--- src/rtl/aes_pkg.sv ---
// Shared AES types and GF(2^8) helpers for the iterative round blocks.
// Multipliers are built from chained xtime (reduction polynomial 0x11B).
package aes_pkg;

    typedef logic [127:0] state_t;
    typedef logic [31:0]  word_t;

    typedef enum logic [1:0] {
        IDLE = 2'd0,
        CALC = 2'd1,
        DONE = 2'd2
    } imc_state_e;

    function automatic logic [7:0] xtime(input logic [7:0] b);
        return {b[6:0], 1'b0} ^ (b[7] ? 8'h1b : 8'h00);
    endfunction

    function automatic logic [7:0] gf_mul9(input logic [7:0] b);
        logic [7:0] x2, x4, x8;
        x2 = xtime(b);
        x4 = xtime(x2);
        x8 = xtime(x4);
        return x8 ^ b;
    endfunction

    function automatic logic [7:0] gf_mul11(input logic [7:0] b);
        logic [7:0] x2, x4, x8;
        x2 = xtime(b);
        x4 = xtime(x2);
        x8 = xtime(x4);
        return x8 ^ x2 ^ b;
    endfunction

    function automatic logic [7:0] gf_mul13(input logic [7:0] b);
        logic [7:0] x2, x4, x8;
        x2 = xtime(b);
        x4 = xtime(x2);
        x8 = xtime(x4);
        return x8 ^ x4 ^ b;
    endfunction

    function automatic logic [7:0] gf_mul14(input logic [7:0] b);
        logic [7:0] x2, x4, x8;
        x2 = xtime(b);
        x4 = xtime(x2);
        x8 = xtime(x4);
        return x8 ^ x4 ^ x2;
    endfunction

endpackage

--- src/rtl/inv_mixcolumn_word.sv ---
// Combinational InvMixColumns transform of one 32-bit column.
// Byte 0 of the column is the MSB byte.
module inv_mixcolumn_word
    import aes_pkg::*;
(
    input  word_t col_in,
    output word_t col_out
);

    logic [7:0] a0, a1, a2, a3;

    assign a0 = col_in[31:24];
    assign a1 = col_in[23:16];
    assign a2 = col_in[15:8];
    assign a3 = col_in[7:0];

    assign col_out[31:24] = gf_mul14(a0) ^ gf_mul11(a1) ^ gf_mul13(a2) ^ gf_mul9(a3);
    assign col_out[23:16] = gf_mul9(a0)  ^ gf_mul14(a1) ^ gf_mul11(a2) ^ gf_mul13(a3);
    assign col_out[15:8]  = gf_mul13(a0) ^ gf_mul9(a1)  ^ gf_mul14(a2) ^ gf_mul11(a3);
    assign col_out[7:0]   = gf_mul11(a0) ^ gf_mul13(a1) ^ gf_mul9(a2)  ^ gf_mul14(a3);

endmodule

--- src/rtl/inv_mixcolumn_iter.sv ---
// Iterative InvMixColumns: one column per clock through a shared column engine,
// result held on a valid/ready output until accepted.
module inv_mixcolumn_iter
    import aes_pkg::*;
(
    input  logic         clk,
    input  logic         rst_n,
    input  logic [127:0] in_data,
    input  logic         in_valid,
    output logic         in_ready,
    output logic [127:0] out_data,
    output logic         out_valid,
    input  logic         out_ready
);

    imc_state_e state, state_next;
    logic [1:0] col, col_next;
    state_t     st, st_next;
    word_t      col_cur, col_new;

    always_comb begin
        case (col)
            2'd0:    col_cur = st[127:96];
            2'd1:    col_cur = st[95:64];
            2'd2:    col_cur = st[63:32];
            default: col_cur = st[31:0];
        endcase
    end

    inv_mixcolumn_word u_word (
        .col_in  (col_cur),
        .col_out (col_new)
    );

    assign in_ready  = (state == IDLE) || ((state == DONE) && out_ready);
    assign out_valid = (state == DONE);
    assign out_data  = st;

    // NOTE: every output gets a default first so no path leaves one unassigned (no latches).
    always_comb begin
        state_next = state;
        col_next   = col;
        st_next    = st;
        case (state)
            IDLE: begin
                if (in_valid) begin
                    st_next    = in_data;
                    col_next   = 2'd0;
                    state_next = CALC;
                end
            end
            CALC: begin
                case (col)
                    2'd0:    st_next[127:96] = col_new;
                    2'd1:    st_next[95:64]  = col_new;
                    2'd2:    st_next[63:32]  = col_new;
                    default: st_next[31:0]   = col_new;
                endcase
                col_next = col + 2'd1;
                if (col == 2'd3) state_next = DONE;
            end
            DONE: begin
                // Without out_ready the result is held and in_valid is ignored.
                if (out_ready) begin
                    if (in_valid) begin
                        st_next    = in_data;
                        col_next   = 2'd0;
                        state_next = CALC;
                    end else begin
                        state_next = IDLE;
                    end
                end
            end
            default: state_next = IDLE;
        endcase
    end

    // NOTE: st is a plain register, so it is reset along with the FSM; out_data reads 0 after reset.
    always_ff @(posedge clk or negedge rst_n) begin
        if (!rst_n) begin
            state <= IDLE;
            col   <= 2'd0;
            st    <= '0;
        end else begin
            // NOTE: non-blocking updates so all state changes land together at the edge.
            state <= state_next;
            col   <= col_next;
            st    <= st_next;
        end
    end

endmodule

--- config.mk ---
export PLATFORM = sky130hd
export DESIGN_NAME = inv_mixcolumn_iter
export DESIGN_NICKNAME = d
export VERILOG_FILES = /design/src/rtl/aes_pkg.sv /design/src/rtl/inv_mixcolumn_word.sv /design/src/rtl/inv_mixcolumn_iter.sv
export SDC_FILE = /design/constraint.sdc
export NUM_CORES = 1
export LEC_CHECK = 0
export BUFFER_PORTS_ARGS = -buffer_cell sky130_fd_sc_hd__buf_4
export CELL_PAD_IN_SITES_DETAIL_PLACEMENT = 0
export CELL_PAD_IN_SITES_GLOBAL_PLACEMENT = 1
export CORE_MARGIN = 1.5
export CORE_UTILIZATION = 43
export CTS_CLUSTER_DIAMETER = 100
export CTS_CLUSTER_SIZE = 25
export DETAILED_ROUTE_END_ITERATION = 8
export PLACE_DENSITY = 0.83
export SETUP_SLACK_MARGIN = 0.05
export SLEW_MARGIN = 40
export SYNTH_ARGS = -nofsm -noshare
export SYNTH_HDL_FRONTEND = slang
export SYNTH_SLANG_ARGS = --single-unit
--- constraint.sdc ---
create_clock -name clk -period 9.15 [get_ports clk]
set_clock_uncertainty 0.15 [all_clocks]
set_input_delay 1.3725 -clock clk [delete_from_list [all_inputs] [get_ports clk]]
set_output_delay 1.3725 -clock clk [all_outputs]
set_load 0.005 [all_outputs]
[Word level (Yosys, flattened, before mapping)]
Index checks and enable logic that the tools add are counted.
Word-level totals
  bits of input ports: 132
  bits in registers: 132
Operators by class
  add/subtract/negate cells: 1
  reduce and logical (&&, ||, !) cells: 12
  bitwise logic cells: 48
  equal/unequal tests: 12
  multiplexer cells: 28
Operator list (count)
  $pmux W128 S3: 1
  $xor A8 B8 Y8: 48
  $mux W128: 2
  $mux W32: 4
  $pmux W32 S3: 1
  $mux W5: 12
  $reduce_and A3 Y1: 5
  $pmux W2 S3: 2
  $mux W2: 5
  $ne A2 B1 Y1 const B: 4
  $eq A2 B2 Y1 const B: 3
  $ne A2 B2 Y1 const B: 3
  $eq A2 B1 Y1 const B: 2
  $logic_not A2 Y1: 2
  $reduce_bool A3 Y1: 1
  $reduce_or A3 Y1: 1
  $add A2 B1 Y2 const B: 1
  $reduce_and A2 Y1: 1
  $logic_and A1 B1 Y1: 1
  $logic_or A1 B1 Y1: 1
  $mux W1: 1

[Logic depth before layout (Yosys ltp)]
Gate-level depths: netlist (run 1).
  word-level depth: 15
  gate-level depth with buffers: 14

[Cells and area by module]
Synthesis (run 1) repeated with hierarchy kept, for this count alone.
Unflattened totals
  cells, all modules: 904
  area total of the unflattened synthesis: 9525.4 um^2
Modules (own cells, without submodules)
  inv_mixcolumn_iter: cells each 691, seq. area each 3303.2 um^2, area each 7275.7 um^2, times used 1
  inv_mixcolumn_word: cells each 213, seq. area each 0.0 um^2, area each 2249.7 um^2, times used 1

[Least setup slack after synthesis (run 1)]
No wires, ideal clock.
  path kind: flip-flop to flip-flop
  start: register col[0]
  end: register st[117], in the netlist out_data[117]
  clock period less this slack: 3.577 ns
  required time: 8.874 ns
  arrival: 3.301 ns
  setup slack: 5.573 ns
  stages on the path, launching flop included: 13
  cells stage by stage: dfrtp_1 inv_1 ha_1 buf_6 buf_2 a222oi_1 nor3_1 o31ai_4 xnor3_1 xnor2_1 xnor2_1 nor3_1 a221o_1
On the way
  word-level cells in the longest chain between the ends: 13
RTL lines
  start: declaration: line inv_mixcolumn_iter.sv:17  | logic [1:0] col, col_next;
  start signal: assignment: line inv_mixcolumn_iter.sv:87  | col <= col_next;
  $eq A2 B2 Y1, or another cell as far along: line inv_mixcolumn_iter.sv:22  | case (col)
  $pmux W32 S3: line inv_mixcolumn_iter.sv:22
  $mux W5 or $xor A8 B8 Y8 (tied branches): line aes_pkg.sv:15  | return {b[6:0], 1'b0} ^ (b[7] ? 8'h1b : 8'h00);
  $xor A8 B8 Y8 or $mux W5 (tied branches): line aes_pkg.sv:15
  $xor A8 B8 Y8 (2 in a row): line aes_pkg.sv:15
  $xor A8 B8 Y8 (2 in a row): line aes_pkg.sv:47  | return x8 ^ x4 ^ x2;
  $xor A8 B8 Y8 (3 in a row): line inv_mixcolumn_word.sv:18  | assign col_out[23:16] = gf_mul9(a0) ^ gf_mul14(a1) ^ gf_mul11(a2) ^ gf_mul13(a3);
  $mux W32: line inv_mixcolumn_iter.sv:53  | case (col)
  $pmux W128 S3: line inv_mixcolumn_iter.sv:44  | case (state)
  end signal: assignment: line inv_mixcolumn_iter.sv:88  | st <= st_next;
  end: declaration: line inv_mixcolumn_iter.sv:18  | state_t st, st_next;
Parallel ways exist; a longest one is shown, timed or not. The select of a mux whose other input is x is not followed.
A chain may end at the register's enable or synchronous reset.

[Final worst setup path (run 1)]
  start: register col[0]
  end: register st[60], in the netlist out_data[60]
On the way
  word-level cells in the longest chain between the ends: 13
RTL lines
  $eq A2 B2 Y1, or another cell as far along: line inv_mixcolumn_iter.sv:22, inv_mixcolumn_iter.sv:53
  $pmux W32 S3: line inv_mixcolumn_iter.sv:22
  $xor A8 B8 Y8: line aes_pkg.sv:15
  $mux W5 or $xor A8 B8 Y8 (tied branches): line aes_pkg.sv:15
  $xor A8 B8 Y8 or $mux W5 (tied branches): line aes_pkg.sv:15
  $xor A8 B8 Y8: line aes_pkg.sv:15
  $xor A8 B8 Y8, on equally long branches (2 in a row): line aes_pkg.sv:47, aes_pkg.sv:31
  $xor A8 B8 Y8 (3 in a row): line inv_mixcolumn_word.sv:17  | assign col_out[31:24] = gf_mul14(a0) ^ gf_mul11(a1) ^ gf_mul13(a2) ^ gf_mul9(a3);
  $mux W32: line inv_mixcolumn_iter.sv:53
  $pmux W128 S3: line inv_mixcolumn_iter.sv:44
Parallel ways exist; a longest one is shown, timed or not. The select of a mux whose other input is x is not followed.

==> results of run 1 <==
## through the flow
stage	hold WS [ns]	setup slack, ns	instance area (µm²)
2_1_floorplan	0.344	5.57	9780
3_3_place_gp	0.342	4.28	11900
3_5_place_dp	0.350	4.35	12100
4_1_cts	0.362	4.29	12700
5_1_grt	0.404	4.07	12700
6_report	0.362	4.31	12700
## synthesized netlist by cell type (13+ instances only)
| cell | n | area share [%] |
|---|---|---|
| nor2_1 | 154 | 5.9 |
| xnor2_1 | 168 | 15 |
| clkbuf_1 | 75 | 2.9 |
| a22oi_1 | 23 | 1.8 |
| buf_1 | 13 | 0.50 |
| o21ai_0 | 32 | 1.6 |
| o31ai_1 | 56 | 4.3 |
| a222oi_1 | 30 | 3.1 |
| xor2_1 | 74 | 6.6 |
| dfrtp_1 | 132 | 34 |
| a31oi_1 | 38 | 2.4 |
| xnor3_1 | 17 | 3.9 |
| a21oi_1 | 84 | 4.3 |
| nand2_1 | 119 | 4.6 |
## cell type report
class	count	area, µm²	area share (%)
Inverter	7	26.3	0.207
Tap cell	285	357	2.81
Clock buffer	19	443	3.49
Timing Repair Buffer	308	2300	18.1
Multi-Input combinational cell	892	6120	48.2
Clock inverter	13	139	1.09
Sequential cell	132	3300	26.0
## sequential cells by signal, indices dropped and copies added (netlist names)
name and flops:
col 2, out_data 128, state 2
## logic make-up after synthesis
family | synth area share (%)
mux | 0.946
compound gates | 21.3
xor+xnor | 26.0
simple gates | 12.9
flops | 33.8
fa+ha+maj | 0.639
buf+inv | 4.50
## metal layers
metal	GRT usage [%]	share of wire, %	vias up
li1	-	-	4396
met1	43.2	42	4608
met2	50.3	47	533
met3	5.44	8.2	75
met4	11.6	3.3	0
met5	0	0	-
## worst max-delay path, cell delays in order (launching register included)
cell	delay (ns)
dfrtp_1	0.44
ha_1	0.22
buf_4	0.31
inv_2	0.67
buf_4	0.63
nor2_1	0.10
a21oi_1	0.39
xor2_1	0.43
xnor3_1	0.52
xnor3_1	0.54
nand2_1	0.12
o22ai_1	0.18
## final timing paths
| path | startpoint | end | slack, ns | cells past startpoint |
|---|---|---|---|---|
| max in group asynchronous | rst_n | out_data[19] | 6.98 | 2 |
| min in group asynchronous | rst_n | out_data[93] | 0.80 | 1 |
| worst max-delay path | col[0] | out_data[60] | 4.31 | 11 |
| worst min-delay path | out_data[80] | out_data[80] | 0.36 | 2 |
| worst min register to register | out_data[80] | out_data[80] | 0.36 | 2 |
| worst max register to register | col[0] | out_data[60] | 4.31 | 11 |
==> impl_metrics.json, run 1 <==
{
  "gp_congestion": 1.01,
  "max_slew_margin_pct": 45.5,
  "grt_usage_pct": 31.6,
  "drc_errors": 0,
  "path_class": "reg2reg",
  "synth_edf_count": 0,
  "max_freq_mhz": 207,
  "setup_viol": 0,
  "tns_ns": 0,
  "antenna_found_initial": 0,
  "wl_per_cell_um": 22.9,
  "viasPerCell": 5.80,
  "synth_area_um2": 9780,
  "dp_hpwl_um": 28600,
  "synth_flop_cell": "dfrtp_1",
  "finalNonFillerCells": 1656,
  "synth-seq-cells": 132,
  "grt_max_degree": 72,
  "cp_max_fo": 59,
  "routed_wl_um": 37900,
  "worstMarginPinSlew_ns": 0.816,
  "synthesis.instances": 1132,
  "final_layout_size_suffix_gt1_share_pct": 26.0,
  "layout_min_cycle_time_ns": 4.84,
  "initial_utilization_pct": 43.5,
  "finalCritPeriodShare_pct": 52.9,
  "die_h_um": 154,
  "io_buffer_count": 261,
  "required_ns": 9.34,
  "cts_root_buffer": "clkbuf_16",
  "fillers": 2114,
  "cts_buffers": 17,
  "dieArea_um2": 23700,
  "cts_setup_buffers": 0,
  "place_inst": 1622,
  "ios": 262,
  "startpoint_type": "flip-flop",
  "syn_area_per_cell_um2": 8.64,
  "coreArea_um2": 22500,
  "row_count": 55,
  "dr_total_vias": 9612,
  "dr.pass1.iters": 7,
  "die_w_um": 154,
  "grt_pass1_wl_um": 56200,
  "yosysUniqueCellTypes": 54,
  "ctsHoldBuffers": 0,
  "synth_nets": 1269,
  "maxSlewViolCount": 0,
  "syn_to_final_growth_pct": 29.7,
  "grt_pass1_vias": 9192,
  "layout_common_cells": "buf_4, xnor2_1, nor2_1",
  "crit_arrival_ns": 5.03,
  "ys.warnings.count": 0,
  "synthArstFlopShare_pct": 100,
  "drtIter0Drc": 1066,
  "cts_max_level": 4,
  "insertion_delay_ns": 0.44,
  "drv_cap": 0,
  "ctsResizeCount": 0,
  "fin_util_pct": 56.4,
  "diodes": 0,
  "hp-class": "reg2reg",
  "final_common_cell": "buf_4",
  "rsz0062_at_grt": "no",
  "grt-ovfl-total": 0,
  "finalNetCount": 1495,
  "cts.sinks": 132,
  "cts_tree": "done",
  "status": "completed",
  "clk_pin_slew_ns": 0.06,
  "clockBufferDepth": 2,
  "ys_seq_area_share_pct": 33.8,
  "hold_viol": 0,
  "detail-route-antenna-nets": 0,
  "worstSetupEndpointType": "flip-flop"
}
Power of run 1 is not shown: default switching activity piles up to over one toggle a cycle in this logic, so the estimate is an artifact.
==> inputs of run 2 (changes only) <==
--- a/config.mk
+++ b/config.mk
@@ -9,11 +9,11 @@
 export CELL_PAD_IN_SITES_DETAIL_PLACEMENT = 0
 export CELL_PAD_IN_SITES_GLOBAL_PLACEMENT = 1
 export CORE_MARGIN = 1.5
-export CORE_UTILIZATION = 43
+export CORE_UTILIZATION = 36
 export CTS_CLUSTER_DIAMETER = 100
 export CTS_CLUSTER_SIZE = 25
 export DETAILED_ROUTE_END_ITERATION = 8
-export PLACE_DENSITY = 0.83
+export PLACE_DENSITY = 0.74
 export SETUP_SLACK_MARGIN = 0.05
 export SLEW_MARGIN = 40
 export SYNTH_ARGS = -nofsm -noshare
==> constraint.sdc (replaced) <==
create_clock -name clk -period 4.1 [get_ports clk]
set_clock_uncertainty 0.15 [all_clocks]
set_input_delay 0.615 -clock clk [delete_from_list [all_inputs] [get_ports clk]]
set_output_delay 0.615 -clock clk [all_outputs]
set_load 0.005 [all_outputs]
==> impl_metrics.json, run 2 (same netlist as run 1, synthesis figures left out) <==
{
  "layout_min_cycle_time_ns": 3.92,
  "cp_common_cell": "buf_4",
  "tns_ns": 0,
  "grt_max_degree": 88,
  "fin_util_pct": 49.2,
  "clockBufferDepth": 2,
  "hold_viol": 0,
  "coreArea_um2": 26800,
  "dr_total_vias": 9735,
  "syn_to_final_growth_pct": 34.9,
  "insertion_delay_ns": 0.44,
  "clk_pin_slew_ns": 0.07,
  "die_w_um": 168,
  "r2r-start": "col[1]",
  "critPathCapture": "out_data[122]",
  "drv_cap": 0,
  "grt-ovfl-total": 0,
  "cp.depth": 12,
  "required_ns": 4.23,
  "worstSetupStartpoint": "col[1]",
  "reg2reg_to": "out_data[122]",
  "die_h_um": 168,
  "hp-class": "in2async",
  "viasPerCell": 5.56,
  "final_cell_area_um2": 13200,
  "startpoint_type": "flip-flop",
  "slowest_delay_ns": 0.51,
  "dr.pass1.iters": 7,
  "fillers": 2603,
  "ios": 262,
  "final_layout_size_suffix_gt1_share_pct": 29.1,
  "finalCritPeriodShare_pct": 95.6,
  "max_slew_margin_pct": 45.9,
  "routed_wl_um": 41300,
  "drtIter0Drc": 1096,
  "max_freq_mhz": 255,
  "setup_viol": 0,
  "ctsHoldBuffers": 0,
  "cts_tree": "done",
  "wl_per_cell_um": 23.6,
  "drc_errors": 0,
  "detail-route-antenna-nets": 0,
  "diodes": 0,
  "grt_usage_pct": 29.3,
  "rsz0062_at_grt": "no",
  "dieArea_um2": 28200,
  "rrSetupSlack_ns": 0.18,
  "grt_pass1_wl_um": 61500,
  "io_buffer_count": 261,
  "dp_hpwl_um": 31700,
  "path_class": "reg2reg",
  "gp_congestion": 1.04,
  "pre_cts_ws_ns": 0.0775,
  "crit_path_cell_trace": "inv_1 -> ha_1 -> buf_4 -> a222oi_1 -> buf_4 -> nor3_1 -> o31ai_2 -> xor2_1 -> xnor3_1 -> xnor2_1 -> nor2_1 -> o31ai_1",
  "final_common_cell": "buf_4",
  "cts.sinks": 132,
  "largest_register_ffs": 128,
  "crit_arrival_ns": 4.05,
  "layout_common_cells": "buf_4, xnor2_1, nor2_1",
  "place_area_um2": 12500,
  "reg2reg_depth": 12,
  "finalNetCount": 1534,
  "cts_root_buffer": "clkbuf_16",
  "worst_slack_ns": 0.181,
  "grt_pass1_vias": 9447,
  "cp_max_fo": 13,
  "worstSetupEndpointType": "flip-flop",
  "path_buf_inv": 3,
  "row_count": 60,
  "crit_family": "compound AO/OA/AOI/OAI gates",
  "slowest_stage": "xnor3_1",
  "cts_buffers": 17,
  "worstMarginPinSlew_ns": 0.810,
  "maxSlewViolCount": 0,
  "cts_max_level": 4,
  "status": "completed",
  "initial_utilization_pct": 36.5,
  "antenna_found_initial": 0
}
run 2: cell types whose count changed in the layout (fill, tap and decap cells not counted), sizes merged:
cell           previous run  this run
clkbuf                   21        18
buf                     302       346
clkdlybuf4s15             3         0
clkdlybuf4s18             1         0
inv                      12        16
clkinvlp                  3         1
run 2: final cells by class:
class	count	area, µm²	area share [%]
inverters	7	26.3	0.199
clock buffers	17	425	3.22
flip-flops and latches	132	3300	25.0
well taps	341	427	3.23
multi-input cells	892	6170	46.8
repair buffers	347	2680	20.3
clock inverters	15	160	1.21
run 2: worst min path at each step:
stage	slack, ns	cells after the start	to	start
floorplan	0.17	0	col[0]	rst_n
global route	0.13	1	out_data[6]	rst_n
global placement	0.37	2	out_data[40]	out_data[40]
CTS	0.12	1	out_data[6]	rst_n
detailed placement	0.36	2	out_data[33]	out_data[33]
finish	0.05	1	out_data[109]	rst_n
run 2: repair_timing:
action                     4_1_cts  5_1_grt
pin swaps                        0        2
setup buffers                    0        1
setup endpoints to repair        1       39
hold endpoints to repair         0        0
resized for setup                1       11
run 2: worst reg2reg max path: cells and delay by family, from the launching register on:
family | cells | cell delay (ns)
compound gates | 3 | 1.00
xor+xnor | 3 | 0.95
fa+ha+maj | 1 | 0.28
buf+inv | 3 | 0.59
flops | 1 | 0.41
simple gates | 2 | 0.39
run 2: layer usage:
metal / vias to the layer above / global-route usage (%) / share of wire (%) / routed length (µm)
li1: 4474 / - / - / -
met1: 4786 / 40.5 / 44 / 18200
met2: 422 / 47.4 / 47 / 19400
met3: 53 / 4.30 / 6.4 / 2650
met4: 0 / 9.20 / 2.4 / 990
met5: - / 0 / 0 / 0
run 2: metrics by stage:
step                      hold slack [ns]  std cells
after floorplan                     0.169       1132
after global placement              0.373       1717
after detailed placement            0.361       1718
after CTS                           0.119       1750
after global routing                0.125       1751
final                              0.0501       1751
Power of run 2 is left out for the same reason.
==> inputs of run 3 (changes only) <==
--- a/config.mk
+++ b/config.mk
@@ -13,7 +13,7 @@
 export CTS_CLUSTER_DIAMETER = 100
 export CTS_CLUSTER_SIZE = 25
 export DETAILED_ROUTE_END_ITERATION = 8
-export PLACE_DENSITY = 0.74
+export PLACE_DENSITY_LB_ADDON = 0.12
 export SETUP_SLACK_MARGIN = 0.05
 export SLEW_MARGIN = 40
 export SYNTH_ARGS = -nofsm -noshare
==> impl_metrics.json, run 3 (same netlist as run 1, synthesis figures left out) <==
{
  "status": "completed",
  "hold_viol": 0,
  "grt_usage_pct": 28.8,
  "cts.sinks": 132,
  "dp_hpwl_um": 31500,
  "diodes": 0,
  "drc_errors": 0,
  "die_h_um": 168,
  "grt-ovfl-total": 0,
  "path_class": "reg2reg",
  "final_layout_size_suffix_gt1_share_pct": 29.9,
  "setup_viol": 0,
  "crit_arrival_ns": 3.99,
  "clk_pin_slew_ns": 0.07,
  "largest_register_ffs": 128,
  "maxSlewViolCount": 0,
  "cts_max_level": 4,
  "rsz0062_at_grt": "no",
  "wl_per_cell_um": 23.0,
  "hp-class": "in2async",
  "finalCritPeriodShare_pct": 93.4,
  "required_ns": 4.26,
  "antenna_found_initial": 0,
  "startpoint_type": "flip-flop",
  "row_count": 60,
  "die_w_um": 168,
  "io_buffer_count": 261,
  "regArea_um2": 3300,
  "max_slew_margin_pct": 51.1,
  "layout_min_cycle_time_ns": 3.83,
  "layout_common_cells": "buf_4, xnor2_1, nor2_1",
  "grt_pass1_wl_um": 60000,
  "grt_max_degree": 87,
  "cp_max_fo": 18,
  "tns_ns": 0,
  "worstMarginPinSlew_ns": 0.733,
  "worstSetupEndpointType": "flip-flop",
  "syn_to_final_growth_pct": 36.9,
  "ios": 262,
  "coreArea_um2": 26800,
  "cts_tree": "done",
  "dr_total_vias": 9673,
  "final_common_cell": "buf_4",
  "cts_root_buffer": "clkbuf_16",
  "fillers": 2606,
  "clockBufferDepth": 2,
  "dieArea_um2": 28200,
  "finalNetCount": 1555,
  "drv_cap": 0,
  "multi_input_area_um2": 6140,
  "drtIter0Drc": 924,
  "initial_utilization_pct": 36.5,
  "grt_pass1_vias": 9364,
  "dr.pass1.iters": 8,
  "detail-route-antenna-nets": 0,
  "insertion_delay_ns": 0.44,
  "viasPerCell": 5.46,
  "max_freq_mhz": 261,
  "routed_wl_um": 40700,
  "cts_buffers": 17,
  "gp_congestion": 0.942
}
-- run 3: worst paths after layout --
| check | from | to | slack (ns) | cells past startpoint |
|---|---|---|---|---|
| min reg2reg | out_data[32] | out_data[32] | 0.38 | 2 |
| max reg2reg | col[0] | out_data[117] | 0.27 | 13 |
| max in group asynchronous | rst_n | col[0] | 2.94 | 2 |
| min in group clk | in_data[109] | out_data[109] | 0.25 | 3 |
| min | rst_n | out_data[101] | 0.08 | 1 |
| max | col[0] | out_data[117] | 0.27 | 13 |
-- run 3: critical path, cell delays in order (launching register included) --
cell and delay (ns):
dfrtp_2 0.41, inv_1 0.07, ha_1 0.21, buf_4 0.21, a222oi_1 0.39, buf_4 0.22, nor3_1 0.08, o31ai_4 0.42
xnor3_1 0.51, xnor2_1 0.32, xnor2_2 0.21, buf_4 0.18, nor3_1 0.04, a221o_1 0.28
-- run 3: area by class of cell --
type	instances	area share (%)
Multi-Input combinational cell	892	45.8
Clock inverter	15	1.54
Timing Repair Buffer	368	21.4
Clock buffer	17	3.18
Sequential cell	132	24.7
Tap cell	341	3.19
Inverter	7	0.196
-- run 3: repair_timing --
action / 4_1_cts / 5_1_grt
resized for setup: 0 / 6
buffers inserted: 0 / 0
endpoints found under the setup margin: 0 / 9
hold buffers: 0 / 0
-- run 3: routing by layer --
metal / global-route usage (%) / routed length (µm)
met1: 39.0 / 17500
met2: 46.4 / 19400
met3: 5.45 / 2730
met4: 8.89 / 1090
met5: 0 / 0
-- run 3: metrics by stage --
step / hold slack (ns) / std cells / worst slack, ns / instance area [µm²] / utilization, %
after floorplan: 0.169 / 1132 / 0.523 / 9780 / -
after global placement: 0.379 / 1737 / 0.388 / 12700 / 47.3
after detailed placement: 0.365 / 1740 / 0.263 / 12700 / 47.5
after CTS: 0.133 / 1772 / 0.223 / 13300 / 49.8
after global routing: 0.121 / 1772 / 0.0608 / 13400 / 50.0
final: 0.0783 / 1772 / 0.272 / 13400 / 50.0
Power of run 3 is left out for the same reason.
